<file path="config.mk">
export PLATFORM = sky130hd
export DESIGN_NAME = pwr_event_acc
export DESIGN_NICKNAME = d
export VERILOG_FILES = /design/src/rtl/pwr_acc_pkg.sv /design/src/rtl/pwr_acc_ch.sv /design/src/rtl/pwr_event_acc.sv
export SDC_FILE = /design/constraint.sdc
export NUM_CORES = 1
export LEC_CHECK = 0
export ABC_AREA = 1
export CAP_MARGIN = 15
export CORE_ASPECT_RATIO = 0.75
export CORE_UTILIZATION = 45
export DETAILED_ROUTE_END_ITERATION = 10
export DONT_BUFFER_PORTS = 1
export PLACE_DENSITY = 0.69
export SLEW_MARGIN = 10
export SYNTH_ARGS = -nofsm -noshare
export SYNTH_HDL_FRONTEND = slang
export SYNTH_SLANG_ARGS = --single-unit
</file>
<file path="constraint.sdc">
create_clock -name clk -period 7.88 [get_ports clk]
set_clock_uncertainty 0.05 [all_clocks]
set_input_delay 0.788 -clock clk [delete_from_list [all_inputs] [get_ports clk]]
set_output_delay 0.788 -clock clk [all_outputs]
set_load 0.02 [all_outputs]
</file>
<file path="src/rtl/pwr_acc_pkg.sv">
// Shared definitions for the power-event accumulator: dump FSM encoding,
// default per-gate-class weights and the width rule for the saturating add.
package pwr_acc_pkg;

    typedef enum logic [0:0] {
        IDLE = 1'b0,
        SEND = 1'b1
    } acc_state_t;

    // Default switching weights per gate class, roughly tracking output load.
    localparam int WGT_INV  = 1;
    localparam int WGT_AND2 = 2;
    localparam int WGT_AND3 = 3;
    localparam int WGT_AND4 = 4;
    localparam int WGT_AND5 = 5;
    localparam int WGT_OR2  = 2;
    localparam int WGT_OR3  = 3;
    localparam int WGT_OR4  = 4;
    localparam int WGT_OR5  = 5;
    localparam int WGT_XOR2 = 4;
    localparam int WGT_XOR3 = 6;

    // The add is done one bit wider than the counter so the carry-out flags overflow.
    function automatic int sat_sum_width(input int w_cnt);
        return w_cnt + 1;
    endfunction

endpackage

</file>
<file path="src/rtl/pwr_acc_ch.sv">
// One accumulator channel: rising-edge detector, programmable weight,
// saturating counter and sticky saturation flag.
module pwr_acc_ch
    import pwr_acc_pkg::*;
#(
    parameter int W_CNT = 16,
    parameter int W_WGT = 4
) (
    input  logic             clk,
    input  logic             reset,
    input  logic             enable,
    input  logic             sig_in,
    input  logic             wgt_we,
    input  logic [W_WGT-1:0] wgt_data,
    input  logic             clr,
    output logic [W_CNT-1:0] cnt,
    output logic             sat
);

    localparam int W_SUM = sat_sum_width(W_CNT);

    logic             sig_q;
    logic             rise;
    logic [W_WGT-1:0] wgt;
    logic [W_CNT-1:0] cnt_base;
    logic             sat_base;
    logic [W_SUM-1:0] sum;
    logic             overflow;

    // A clear and an edge in the same cycle start the new epoch at the weight.
    always_comb begin
        rise     = sig_in & ~sig_q;
        cnt_base = clr ? '0 : cnt;
        sat_base = clr ? 1'b0 : sat;
        sum      = W_SUM'(cnt_base) + W_SUM'(wgt);
        overflow = sum[W_SUM-1];
    end

    // NOTE: state registers use non-blocking assignments so every flop samples
    // the pre-edge values; the same-cycle weight write therefore misses this edge.
    always_ff @(posedge clk) begin
        if (reset) begin
            sig_q <= sig_in;
            wgt   <= W_WGT'(1);
            cnt   <= '0;
            sat   <= 1'b0;
        end else begin
            sig_q <= sig_in;
            if (wgt_we) wgt <= wgt_data;
            if (enable && rise) begin
                cnt <= overflow ? '1 : sum[W_CNT-1:0];
                sat <= sat_base | overflow;
            end else begin
                cnt <= cnt_base;
                sat <= sat_base;
            end
        end
    end

endmodule

</file>
<file path="src/rtl/pwr_event_acc.sv">
// Per-channel power-event accumulator with a snapshot bank streamed out
// over a valid/ready port, one channel per word.
module pwr_event_acc
    import pwr_acc_pkg::*;
#(
    parameter int N_CH  = 8,
    parameter int AW    = 3,
    parameter int W_CNT = 16,
    parameter int W_WGT = 4
) (
    input  logic             clk,
    input  logic             reset,
    input  logic             enable,
    input  logic [N_CH-1:0]  sig_in,
    input  logic             wgt_we,
    input  logic [AW-1:0]    wgt_addr,
    input  logic [W_WGT-1:0] wgt_data,
    input  logic             dump_start,
    input  logic             clr_on_dump,
    output logic             out_valid,
    input  logic             out_ready,
    output logic [AW-1:0]    out_chan,
    output logic [W_CNT-1:0] out_data,
    output logic             out_sat,
    output logic             busy
);

    acc_state_t       state, state_nxt;
    logic [AW-1:0]    idx;
    logic             start_dump;
    logic             last_word;
    logic [W_CNT-1:0] cnt_live   [N_CH];
    logic             sat_live   [N_CH];
    logic [W_CNT-1:0] shadow_cnt [N_CH];
    logic             shadow_sat [N_CH];

    assign start_dump = (state == IDLE) && dump_start;
    assign last_word  = (idx == AW'(N_CH - 1));

    // Weight addresses beyond the last channel match no instance and are dropped.
    for (genvar i = 0; i < N_CH; i++) begin : g_ch
        pwr_acc_ch #(
            .W_CNT (W_CNT),
            .W_WGT (W_WGT)
        ) u_ch (
            .clk      (clk),
            .reset    (reset),
            .enable   (enable),
            .sig_in   (sig_in[i]),
            .wgt_we   (wgt_we && (wgt_addr == AW'(i))),
            .wgt_data (wgt_data),
            .clr      (start_dump && clr_on_dump),
            .cnt      (cnt_live[i]),
            .sat      (sat_live[i])
        );
    end

    // NOTE: the shadow bank is deliberately not reset; it is only visible
    // through the SEND-gated output mux, which is forced to zero otherwise.
    always_ff @(posedge clk) begin
        if (start_dump) begin
            for (int i = 0; i < N_CH; i++) begin
                shadow_cnt[i] <= cnt_live[i];
                shadow_sat[i] <= sat_live[i];
            end
        end
    end

    always_ff @(posedge clk) begin
        if (reset) state <= IDLE;
        else       state <= state_nxt;
    end

    // NOTE: every always_comb output gets a default first so no path can infer a latch.
    always_comb begin
        state_nxt = state;
        case (state)
            IDLE: if (dump_start) state_nxt = SEND;
            SEND: if (out_ready && last_word) state_nxt = IDLE;
            default: state_nxt = IDLE;
        endcase
    end

    always_ff @(posedge clk) begin
        if (reset || start_dump) begin
            idx <= '0;
        end else if ((state == SEND) && out_ready) begin
            idx <= last_word ? '0 : idx + AW'(1);
        end
    end

    always_comb begin
        out_valid = 1'b0;
        busy      = 1'b0;
        out_chan  = '0;
        out_data  = '0;
        out_sat   = 1'b0;
        if (state == SEND) begin
            out_valid = 1'b1;
            busy      = 1'b1;
            out_chan  = idx;
            out_data  = shadow_cnt[idx];
            out_sat   = shadow_sat[idx];
        end
    end

endmodule

</file>
== Word level (Yosys, flattened, before mapping) ==
Memory sizes are Yosys's and may differ from the RTL's. A register that Yosys moved wholly into a read port is not among the register bits.
Cells that the tools add are included.
Word-level totals
  flip-flop bits (word level): 180
  memory bits (writable): 136
  input bits: 22
  output and inout bits: 22
  memories: 2
Memory list
  shadow_cnt: words 8, bits a word 16, read ports 1, clocked after memory_dff 1, write ports 8, line pwr_event_acc.sv:34  | logic [W_CNT-1:0] shadow_cnt [N_CH];
  shadow_sat: words 8, bits a word 1, read ports 1, clocked after memory_dff 1, write ports 8, line pwr_event_acc.sv:35  | logic shadow_sat [N_CH];
Cells by class
  add/sub/neg operators: 9
  equal/unequal tests: 8
  mux-type cells: 54
  bitwise logic cells: 25
  reduce and logical (&&, ||, !) cells: 22
Operator list (number)
  $mux 16: 25
  $add 16x4->17: 8
  $mux 1: 22
  $logic_and 1x1->1: 20
  $mux 3: 6
  $eq 3x3->1 const B: 5
  $not 1->1: 9
  $and 1x1->1: 8
  $or 1x1->1: 8
  $eq 3x2->1 const B: 2
  $add 3x1->3 const B: 1
  $eq 3x1->1 const B: 1
  $logic_not 3->1: 1
  $pmux 1 s2: 1
  $logic_or 1x1->1: 1

== Logic depth before layout (Yosys ltp) ==
Gate-level depths: netlist of the first run.
  depth in word-level cells: 7
  gate-level depth with buffers: 20
  mapped depth without buffers: 16

== By module ==
From an unflattened synthesis of the first run, not the netlist that was laid out.
Unflattened totals
  cells, all modules: 2277
  area total of the unflattened synthesis: 17304.1 um^2
Modules (own cells, without submodules)
  pwr_acc_ch: instances 8, cells an instance 204, area each 1375.1 um^2
  pwr_event_acc: instances 1, cells an instance 645, area each 6303.5 um^2

== Least setup slack after synthesis of the first run ==
No wires, ideal clock.
  kind: input port to flip-flop
  start: input dump_start
  end: memory shadow_cnt[0][0] (enable)
  data arrival time: 6578 ps
  setup slack: 613 ps
  stages on the path: 2
  buffers on the path: 0
  path through: inv_1 > nor2_1
RTL lines
  start, declared: line pwr_event_acc.sv:18  | input logic dump_start,
  end, declared: line pwr_event_acc.sv:34

==> results.cfg, run 1 <==
[cells_and_area]
diodes = 0
instances_no_fill = 2475
final_layout_size_suffix_gt1_share_pct = 6.34
area_growth_syn_to_layout_pct = 8.88
final_net_count = 2056

[run]
cap_violations = 0

[clocking]
cts_root_buffer = clkbuf_16
cts_num_sinks = 319
clk_latency_ns = 0.53
cts.path.max_buffers = 3
postCtsSetupBuffers = 0
cts_buffers = 35
cts_tree = done
cts_resized = 0
clk_pin_slew_ns = 0.06
cts_max_level = 2
cts_hold_buf = 0

[detailed_routing]
vias = 13500
dr.pass1.iters = 9
drt-initial-drc-count = 1508
wirelength_um = 41800
routed_via_density = 5.44
drc_errors = 8
wl_per_cell_um = 16.9
ant_nets = 0

[timing]
max_slew_margin_pct = 31.0
post-route-period-util_pct = 52.6
hold_viol_final = 0
finalSetupTns_ns = 0
maxSlewViolCount = 0
min_period_ns = 4.14
finalSetupViolCount = 0
tightest_slew_ns = 1.04
fmax_mhz = 241
rsz0062_at_grt = no
setup_ws_ns = 3.74

[power_and_ir_drop]
p_leak_nw = 7.61
power_density_nw_per_um2 = 211
vdd_drop_max_mv = 0.113

[placement]
io_buffers = 0
dp_slack_ns = 3.40
gp_congestion = 0.938
placedCellCount = 2412
dp_hpwl_um = 29000

[global_route]
overflow = 0
grt_usage_pct = 23.0
antenna_found_initial = 0
grt_pass1_vias = 12100
grt_max_degree = 91
grt_pass1_wl_um = 66400

[floorplan]
die_w_um = 220
rows = 59
start_util_pct = 46.0
io_pins = 44
die_area_um2 = 36500
die-height_um = 166
coreArea_um2 = 35000

[logic_synthesis]
async_reset_ff_share_pct = 0
ys_warn_count = 0
syn_area_per_cell_um2 = 7.94
synth_cells = 2028
syn-cell-area_um2 = 16100
yosys-top-cells-count = nand2_1, nor2_1, inv_1
synth_edf_count = 136
yosys_most_used_dff = dfxtp_1
syn-num-nets = 2092
synth_cell_types = 42
yosys.area.top_type_share_pct = 25.4
synth_area_leaders = edfxtp_1, dfxtp_1, nand2_1
yosysTopAreaCell = edfxtp_1
synth-seq-area-share_pct = 48.1
synth_seq_cells = 319
synth.most_common_cell = nand2_1

[critical_path]
reg2reg_to = g_ch[7].u_ch.cnt[15]
cp-end-kind = primary output
regToRegSetupSlack_ns = 3.74
crit_path_end = out_data[3]
reg2reg_depth = 15
start_kind = register
cp.required_ns = 7.04
cp.arrival_ns = 3.31
critPathKind = register to primary output
crit_fanout = 69
r2r_start = state

[worst_hold_path]
worstHoldStart = sig_in[1]
min_path_type = input pin to register

[run_status]
outcome = finished with violations
violations = DRC
[layer usage]
| metal | vias to the layer above | share of wire [%] | global-route usage [%] |
|---|---|---|---|
| met5 | - | 0 | 0 |
| met4 | 0 | 1.5 | 4.86 |
| met3 | 45 | 10 | 5.15 |
| met2 | 517 | 40 | 31.1 |
| met1 | 6293 | 48 | 36.7 |
| li1 | 6608 | - | - |
[cells by family after synthesis]
family | count (synthesis) | share of synthesized area, %
adders and majority gates | 42 | 3.64
DFF | 319 | 48.1
xor gates and xnor gates | 44 | 2.39
AOI/OAI and AO/OA | 259 | 9.57
and+or+nand+nor | 1047 | 28.1
buffers and inverters | 317 | 8.21
[area by class of cell]
cell class	instances	area (um2)
well taps	457	572
multi-input cells	1392	7040
inverters	232	871
flip-flops and latches	319	7750
repair buffers	12	90.1
clock buffers	46	1020
clock inverters	17	188
fillers	3336	17500
[cell usage in the layout, fill, tap and decap left out, types with 4 or more instances in the layout]
| cell type | n |
|---|---|
| clkbuf_8 | 4 |
| o21ai_0 | 112 |
| o32ai_1 | 34 |
| o21ai_4 | 7 |
| buf_4 | 12 |
| a21oi_1 | 77 |
| clkinv_2 | 9 |
| bufinv_16 | 4 |
| nand3_2 | 9 |
| inv_2 | 4 |
| xnor2_1 | 19 |
| nor2_2 | 14 |
| or2_1 | 7 |
| nor2_4 | 8 |
| nand4_1 | 43 |
| clkbuf_1 | 4 |
| nand2_1 | 421 |
| dfxtp_1 | 180 |
| clkbuf_16 | 38 |
| inv_1 | 227 |
| nand2_2 | 8 |
| nor3_1 | 12 |
| nor2_1 | 340 |
| edfxtp_1 | 136 |
| xor2_1 | 25 |
| ha_1 | 34 |
| fa_1 | 8 |
| nand3_1 | 172 |
| a31oi_1 | 23 |
[per-stage QoR]
step | instance area (um2) | total power [mW] | utilization, % | hold slack (ns)
detailed placement | 16300 | 2.01 | 46.6 | 0.364
global placement | 16300 | 2.01 | 46.6 | 0.362
global route | 17500 | 3.82 | 50.1 | 0.214
finish | 17500 | 3.69 | 50.1 | 0.236
CTS | 17500 | 3.72 | 50.1 | 0.213
floorplan | 16100 | 1.98 | - | 0.359
[flip-flops by register name, summed over array words and instances (netlist names), named ones only]
name and cells:
shadow_cnt 128, g_ch.u_ch.cnt 128, state 1, idx 3, g_ch.u_ch.sat 8, g_ch.u_ch.sig_q 8
shadow_sat 8, g_ch.u_ch.wgt 32
[worst max-delay path: stages, from the launching register on]
cell and delay, ns:
dfxtp_2 0.31, buf_4 0.34, inv_2 0.54, buf_4 0.50
nor2_1 0.08, o32ai_1 0.36, nor2_1 0.07, nor2_1 0.55
[how the worst min path moves through the flow]
stage,slack (ns),to,cells past startpoint
2_1_floorplan,0.36,shadow_cnt[0][0],0
3_3_place_gp,0.36,shadow_cnt[5][2],0
3_5_place_dp,0.36,shadow_cnt[4][2],0
4_1_cts,0.21,g_ch[2].u_ch.sig_q,0
5_1_grt,0.21,g_ch[2].u_ch.sig_q,0
6_report,0.24,g_ch[1].u_ch.sig_q,0
[power by group]
part,internal (mW),total (mW),leakage [nW],switching [mW]
Sequential,1.77,1.80,2.82,0.0242
Combinational,0.0478,0.183,4.18,0.135
Clock,1.05,1.71,0.605,0.669
Total,2.87,3.69,7.61,0.828
Power figures use the tool's default switching activity.
==> run 2, diff against run 1 <==
==> constraint.sdc (replaced) <==
create_clock -name clk -period 4.1 [get_ports clk]
set_clock_uncertainty 0.05 [all_clocks]
set_input_delay 0.41 -clock clk [delete_from_list [all_inputs] [get_ports clk]]
set_output_delay 0.41 -clock clk [all_outputs]
set_load 0.02 [all_outputs]
==> run 2 against run 1 <==
  * The flow still finishes with violations (DRC)
  * Sequential share of layout area fell by 0.28 points
  * Register-to-register slack got worse by 2.6 ns
  * First-iteration DRC count fell by 6.5%
  * Cell area rose by 0.61%
  * Via count rose by 1.1%
  * Critical path type unchanged
  * Utilization rose by 0.31 points
  * Flip-flop and latch count did not move
  * Sequential power rose by 92%
  * Critical endpoint is now out_data[5]
  * Largest cell class unchanged
  * Wire length rose by 2.4%
==> results.cfg, run 2 (synthesis gave the netlist of run 1 again) <==
[run_status]
outcome = finished with violations
violations = DRC

[clocking]
cts_tree = done
cts_buffers = 34
cts_hold_buf = 13
clk_latency_ns = 0.53
cts_num_sinks = 319
cts_resized = 0
cts_max_level = 2
clk_pin_slew_ns = 0.06
cts_root_buffer = clkbuf_16
postCtsSetupBuffers = 0
cts.path.max_buffers = 3

[placement]
io_buffers = 0
gp_congestion = 0.911
dp_hpwl_um = 29700
placed_area_um2 = 16400

[power_and_ir_drop]
vdd_drop_max_mv = 0.237
p_leak_nw = 7.64
switching_power_mw = 1.58
netSwitchingFraction_pct = 22.8
power_frac_comb_pct = 5.7
clockPowerShare_pct = 44.5
p_total_mw = 6.93
seqPwrFrac_pct = 49.8
cell_internal_pwr_mw = 5.35
power_density_nw_per_um2 = 393

[critical_path]
cp-end-kind = primary output
slowest_delay_ns = 0.81
cpMaxStageDelayCell = dfxtp_2
crit_chain = buf_4, o21ai_0, o32ai_1, nor2_1, nor2_1
crit_top_cell = nor2_1
cp.required_ns = 3.64
start_kind = register
cp.arrival_ns = 2.77
critPathKind = register to primary output
crit_fanout = 42

[cells_and_area]
fillCellCount = 3224
diodes = 0
final_area_um2 = 17600
final_cell_mix = nand2_1, nor2_1, inv_1, dfxtp_1, nand3_1
top_regs = g_ch.u_ch.cnt x128, shadow_cnt x128, g_ch.u_ch.wgt x32
final_layout_size_suffix_gt1_share_pct = 6.01
fin_util_pct = 50.4
final_net_count = 2070
final_common_cell = nand2_1
area_growth_syn_to_layout_pct = 9.55

[timing]
finalSetupTns_ns = 0
maxSlewViolCount = 0
finalSetupViolCount = 0
rsz0062_at_grt = no
tightest_slew_ns = 1.04
post-route-period-util_pct = 78.7
hold_viol_final = 0
max_slew_margin_pct = 30.7
fmax_mhz = 310
min_period_ns = 3.23

[worst_hold_path]
min_path_type = input pin to register

[detailed_routing]
dr_wl_met2_um = 17000
wirelength_um = 42800
routed.top_layer = met4
met1_length_um = 20900
drc_errors = 7
wl_met3_um = 4400
dr.pass1.iters = 9
routed_via_density = 5.47
vias = 13600
wl_per_cell_um = 17.2
ant_nets = 0
drt-initial-drc-count = 1410

[floorplan]
coreArea_um2 = 35000
die-height_um = 166
io_pins = 44
die_area_um2 = 36500
start_util_pct = 46.0
rows = 59
die_w_um = 220

[global_route]
grt_pass1_wl_um = 67900
antenna_found_initial = 0
grt_pass1_vias = 12300
grt_max_degree = 138
overflow = 0
grt_usage_pct = 23.7

[run]
cap_violations = 0
==> run 2: cell count changes in the layout (fill, tap and decap cells not counted), moves of 2 or more <==
cell           previous run  this run
dlygate4sd3_1             0        12
inv_6                     0         2
clkbuf_1                  4         7
buf_12                    0         4
buf_4                    12        10
clkbuf_16                38        35
clkinv_2                  9         3
==> run 2: per-layer routing <==
layer / global-route usage (%) / vias to the layer above
met3: 5.73 / 51
met4: 4.20 / 0
li1: - / 6634
met5: 0 / -
met1: 38.1 / 6347
met2: 31.8 / 574
==> run 2: critical path: cells and delay by family (launching register included) <==
| kind | cells | cell delay, ns |
|---|---|---|
| flip-flops | 1 | 0.81 |
| AO/OA/AOI/OAI | 2 | 0.34 |
| AND/OR/NAND/NOR | 2 | 0.67 |
| buffers and inverters | 1 | 0.41 |
==> run 2: area by class of cell <==
type,count,area (um2),area share (%)
well taps,457,572,3.24
clock inverters,13,148,0.837
clock buffers,46,957,5.43
repair buffers,27,303,1.72
multi-input cells,1392,7040,39.9
flip-flops and latches,319,7750,43.9
inverters,232,871,4.94
==> run 2: power by group through the flow <==
stage / Combinational (mW) / Clock (mW) / Sequential (mW)
floorplan: 0.284 / 0 / 3.50
global placement: 0.356 / 0 / 3.51
detailed placement: 0.363 / 0 / 3.52
CTS: 0.394 / 3.13 / 3.45
global route: 0.438 / 3.25 / 3.46
finish: 0.395 / 3.09 / 3.45
==> run 2: worst paths after layout <==
kind / start / end / depth (start not counted) / slack [ns]
max: register / out_data[5] / 5 / 0.87
max reg2reg: state / g_ch[5].u_ch.cnt[13] / 15 / 1.11
min reg2reg: g_ch[4].u_ch.cnt[3] / shadow_cnt[4][3] / 0 / 0.37
min: wgt_data[1] / g_ch[3].u_ch.wgt[1] / 2 / 0.03
==> run 2: stage by stage <==
| step | worst slack [ns] | cells | hold WS (ns) |
|---|---|---|---|
| final | 0.875 | 2486 | 0.0266 |
| after detailed placement | 1.12 | 2414 | 0.363 |
| after global placement | 1.17 | 2414 | 0.361 |
| after CTS | 0.881 | 2486 | 0.0142 |
| after floorplan | 1.09 | 2028 | 0.359 |
| after global routing | 0.716 | 2486 | 0.0230 |
